<file path="config.mk">
export PLATFORM = sky130hd
export DESIGN_NAME = embedding_packer
export DESIGN_NICKNAME = d
export VERILOG_FILES = /design/src/rtl/embedding_packer.sv
export SDC_FILE = /design/constraint.sdc
export NUM_CORES = 1
export LEC_CHECK = 0
export ABC_AREA = 1
export BUFFER_PORTS_ARGS = -buffer_cell sky130_fd_sc_hd__buf_2
export CAP_MARGIN = 20
export CORE_AREA = 2 2 63 88
export CTS_BUF_LIST = sky130_fd_sc_hd__clkbuf_16
export DETAILED_ROUTE_END_ITERATION = 8
export DIE_AREA = 0 0 65 90
export GPL_ROUTABILITY_DRIVEN = 0
export PLACE_DENSITY = 0.8
export SKIP_CTS_REPAIR_TIMING = 1
export SYNTH_ARGS = -nofsm -noshare
export SYNTH_HDL_FRONTEND = slang
export SYNTH_SLANG_ARGS = --single-unit
</file>
<file path="constraint.sdc">
create_clock -name clk -period 1.3 [get_ports clk]
set_clock_uncertainty 0.1 [all_clocks]
set_input_delay 0.13 -clock clk [delete_from_list [all_inputs] [get_ports clk]]
set_output_delay 0.13 -clock clk [all_outputs]
set_load 0.02 [all_outputs]
</file>
<file path="src/rtl/embedding_packer.sv">
// Packs N_ELEM sign/magnitude elements into one wide vector for the dot-product stage.
// Latency: vector presented the cycle after its final accept; backpressure: in_ready is low while a vector is held.
// Option EMBEDDING_PACKER_SHORT_EN: in_last closes a vector early (zero-filled) and pulses err_short.
module embedding_packer #(
    parameter int N_ELEM = 10,
    parameter int MAG_W  = 4
) (
    input  logic                      clk,
    input  logic                      rst_n,
    input  logic                      in_valid,
    output logic                      in_ready,
    input  logic [MAG_W-1:0]          in_mag,
    input  logic                      in_sign,
    input  logic                      in_last,
    output logic                      out_valid,
    input  logic                      out_ready,
    output logic [N_ELEM*MAG_W-1:0]   out_mag,
    output logic [N_ELEM-1:0]         out_sign,
    output logic                      err_short
);

    localparam int IDX_W = (N_ELEM > 1) ? $clog2(N_ELEM) : 1;
    localparam logic [IDX_W-1:0] LAST_IDX = IDX_W'(N_ELEM - 1);

    typedef enum logic {
        FILL = 1'b0,
        HOLD = 1'b1
    } state_e;

    state_e                    state_q, state_d;
    logic [IDX_W-1:0]          idx_q, idx_d;
    logic [N_ELEM*MAG_W-1:0]   mag_q, mag_d;
    logic [N_ELEM-1:0]         sign_q, sign_d;
    logic                      accept;
    logic                      short_end;

    assign accept = (state_q == FILL) && in_valid;

`ifdef EMBEDDING_PACKER_SHORT_EN
    logic err_q, err_d;

    // Unwritten slots are already zero: the vector store is cleared on every transfer and reset.
    assign short_end = accept && in_last && (idx_q != LAST_IDX);
    assign err_short = err_q;
`else
    logic unused_in_last;

    assign short_end      = 1'b0;
    assign unused_in_last = in_last;
    assign err_short      = 1'b0;
`endif

    always_comb begin
        state_d = state_q;
        idx_d   = idx_q;
        mag_d   = mag_q;
        sign_d  = sign_q;
`ifdef EMBEDDING_PACKER_SHORT_EN
        err_d   = 1'b0;
`endif
        case (state_q)
            FILL: begin
                if (accept) begin
                    for (int i = 0; i < N_ELEM; i++) begin
                        if (idx_q == IDX_W'(i)) begin
                            mag_d[i*MAG_W +: MAG_W] = in_mag;
                            sign_d[i]               = in_sign;
                        end
                    end
                    if ((idx_q == LAST_IDX) || short_end) begin
                        state_d = HOLD;
                        idx_d   = '0;
`ifdef EMBEDDING_PACKER_SHORT_EN
                        err_d   = short_end;
`endif
                    end else begin
                        idx_d = idx_q + IDX_W'(1);
                    end
                end
            end
            HOLD: begin
                if (out_ready) begin
                    state_d = FILL;
                    idx_d   = '0;
                    mag_d   = '0;
                    sign_d  = '0;
                end
            end
            default: begin
                state_d = FILL;
            end
        endcase
    end

    always_ff @(posedge clk or negedge rst_n) begin
        if (!rst_n) begin
            state_q <= FILL;
            idx_q   <= '0;
            mag_q   <= '0;
            sign_q  <= '0;
`ifdef EMBEDDING_PACKER_SHORT_EN
            err_q   <= 1'b0;
`endif
        end else begin
            state_q <= state_d;
            idx_q   <= idx_d;
            mag_q   <= mag_d;
            sign_q  <= sign_d;
`ifdef EMBEDDING_PACKER_SHORT_EN
            err_q   <= err_d;
`endif
        end
    end

    // in_ready is gated by rst_n so it drops the moment reset asserts.
    assign in_ready  = rst_n && (state_q == FILL);
    assign out_valid = (state_q == HOLD);
    assign out_mag   = mag_q;
    assign out_sign  = sign_q;

endmodule

</file>
==> summary.txt <==
Synthesis
  – Post-synthesis cell count: 230
  – Area share of fa/ha/maj cells after synthesis: 0
  – Yosys warns: 0
  – Syn_area_per_cell: between 9 and 10 um2
  – Seq/Total Area, Yosys: 0.610
  – Mapped cell area: 2260 um2
  – Largest family of logic cells by synthesized area: simple AND/OR/NAND/NOR gates
  – Post-synthesis mux area share: 0
  – Post-synthesis simple-gate area fraction: 0.240
  – Post-Synth XOR/XNOR Area: 0
  – Synthesis-stage register bit count: 55
  – Unique masters post-synth: 22
  – Compound-Gate Fraction of Synth Area: 0.111
  – Syn_nets: 240

Setup path
  – Worst path arrival time: ~1.5 ns
  – Crit Path Max Fanout: 8
  – CP top delay family: simple AND/OR/NAND/NOR gates
  – Critical Path Start: out_valid
  – CP Capture Type: flip-flop
  – Critical path, cell by cell: inv_4, nand2_8, nand2_8, nand3_2, nand3_1, o21ai_0
  – CP most frequent cell: nand2_8
  – WP data required: 1.36 ns
  – Critical path type: reg -> reg
  – Crit Reg-Reg Endpoint: out_mag[21]
  – Critical Path Start Type: flip-flop
  – Worst R2R Path Depth: 6
  – CP peak stage delay: 0.47 ns
  – Crit-path slowest cell: dfrtp_2
  – Worst path bufs/invs: 1
  – Setup slack, reg-to-reg: -0.11 ns
  – Reg-to-reg startpoint: out_valid

Floorplanning
  – Die X: 65 um
  – Initial Utilization: 0.444
  – Die ar.: approximately 5900 um2
  – Core footprint: 5080 um2
  – Die H: around 90 um
  – IO Pins: 63
  – Site Rows: 31

GRT
  – Pin count of the biggest net entering global routing: 56
  – Initial antenna violation count: 0
  – GRT Total Usage: 0.194
  – Vias in the first global route: roughly 1800
  – Global-route wire length before repair: slightly below 9 mm
  – Global route overflow: 0

Outcome
  – Failing checks: hold timing, setup timing
  – Status: finished with violations

Placement
  – # placed instances: 364
  – Post-DP HPWL: 3.81 mm
  – Pre-CTS setup slack: -0.0753 ns
  – Placement Cell Area: between 2000 and 3000 um2
  – Port buffer count: 60

Route
  – Vias per inst: 5.52
  – Post-Route WL: 6.93 mm
  – Via count: 2147
  – Post-DR wirelength/cell: 17.8 um
  – DR pass1 iterations: 8
  – Initial DRC Count: 118
  – Remaining antenna violation count after routing: 0
  – DRC Markers: 0

STA
  – RSZ-0062 raised after global routing: yes
  – Fin crit period: about 1.4 ns
  – Final worst slack: -0.106 ns
  – Hold Fails Final Rpt: 2
  – Max Freq: ~710 MHz
  – Period utilization: 1.08
  – Final setup fails: 44
  – Slew Limit Fails: 0
  – Hold WS: -0.00744 ns

Pwr
  – Leakage: 1.64 nW
  – Maximum vdd drop: approximately 1200 uV
  – P per Cell Area: roughly 2500 nW/um2

Flow run
  – Max Cap Violations: 0

Finish
  – Number of nets in the layout: 332
  – # diodes: 0
  – Share of cells above drive strength 1: 0.495
  – Final Util: 0.654
  – Final instance area: 3320 um2
  – Non-Filler Instances: between 300 and 400
  – Filler instances: 372
  – Post-synthesis to final-layout area growth: 47.2%

Hold path
  – Hold Crit Start: in_mag[3]
  – Hold Path End: out_mag[31]
  – Worst hold path type: in -> reg
  – Hold path depth: 3

Clocking
  – Worst-case clock buffer depth: 2
  – Clock Sinks: 55
  – TritonCTS clock tree: built
  – CTS H-tree depth: 2
  – Num CTS Buffers: 5
  – Root Buffer: clkbuf_16
  – Clock transition at path regs: 0.07 ns
  – Clk Latency, worst-skew pair: around 0.3 ns
-- sequential cells by signal (all words and copies together), names as in the netlist --
signal,flops
out_mag,40
out_sign,10
idx_q,4
out_valid,1
-- cells by family after synthesis --
| family | Yosys count |
|---|---|
| AO/OA/AOI/OAI | 46 |
| buffers and inverters | 18 |
| flip-flops | 55 |
| other | 1 |
| AND/OR/NAND/NOR | 110 |
-- worst reg2reg max path: stages, from the launching register on --
cell	delay, ns
dfrtp_2	0.47
inv_4	0.12
nand2_8	0.10
nand2_8	0.16
nand3_2	0.14
nand3_1	0.10
o21ai_0	0.10
-- report_power, final --
group | internal, mW | total (mW) | switching (mW) | leakage (nW)
clock network | 0.710 | 1.32 | 0.605 | 0.0658
logic | 1.45 | 4.09 | 2.64 | 0.875
registers | 2.45 | 2.95 | 0.509 | 0.701
-- layout make-up --
cell class | instances | area [um2] | area share
Sequential cell | 55 | 1380 | 0.416
Inverter | 11 | 51.3 | 0.0154
Tap cell | 66 | 82.6 | 0.0249
Clock buffer | 5 | 125 | 0.0377
Timing Repair Buffer | 83 | 536 | 0.161
Clock inverter | 3 | 20.0 | 0.00603
Multi-Input combinational cell | 166 | 1130 | 0.339
-- layer usage --
layer	global-route usage	routed length, um	vias up
li1	-	-	980
met1	0.234	2470	1061
met2	0.326	3850	77
met3	0.0350	311	29
met4	0.0975	297	0
met5	0	0	-
-- worst max-delay path by stage --
| stage | to | slack, ns | cells after the start |
|---|---|---|---|
| floorplan | out_mag[10] | 0.001 | 6 |
| global placement | out_mag[38] | -0.05 | 7 |
| detailed placement | out_mag[0] | -0.08 | 4 |
| CTS | out_mag[6] | -0.13 | 4 |
| global route | out_mag[21] | -0.15 | 6 |
| finish | out_mag[21] | -0.11 | 6 |
-- through the flow --
step | total power, mW | setup TNS [ns]
after CTS | 7.38 | -2.68
final | 8.36 | -1.36
after detailed placement | 6.07 | -1.72
after floorplan | 4.84 | 0
after global placement | 5.96 | -0.535
after global routing | 8.81 | -4.26
-- Yosys cell counts --
cell type,n,area share
nand2_2,2,0.0055
inv_1,10,0.017
o21ai_0,38,0.084
conb_1,1,0.0017
a21oi_1,1,0.0022
dfrtp_1,55,0.61
buf_2,1,0.0022
nor2_4,2,0.010
o21ai_2,5,0.019
nand3_2,6,0.027
inv_2,1,0.0017
nand2_1,52,0.087
nor2_1,7,0.012
o21ai_1,1,0.0022
nand3_1,33,0.073
nand2_4,2,0.010
buf_4,2,0.0067
nand4_1,5,0.014
buf_6,1,0.0050
o22ai_1,1,0.0028
nor2_2,1,0.0028
buf_1,3,0.0050
-- layout by cell type (no fill, tap or decap) --
cell type,netlist,routed
buf_8,0,2
buf_6,1,4
nand2_2,2,21
buf_12,0,2
inv_1,10,5
buf_4,2,14
nand2_4,2,6
nand3_1,33,31
o22ai_1,1,1
buf_2,1,59
o21ai_1,1,12
inv_4,0,2
nand3_2,6,6
conb_1,1,1
inv_6,0,1
dlygate4sd3_1,0,2
clkinv_2,0,1
clkinvlp_4,0,2
clkbuf_16,0,5
nor2_2,1,3
nor2_4,2,6
nand2_8,0,4
dfrtp_1,55,52
dfrtp_2,0,3
nand2_1,52,28
o21ai_2,5,8
inv_2,1,3
a21oi_1,1,1
o21ai_0,38,24
nor2_1,7,1
nand4_1,5,5
nand3_4,0,8
No activity file was read; power rests on OpenSTA's default activity.
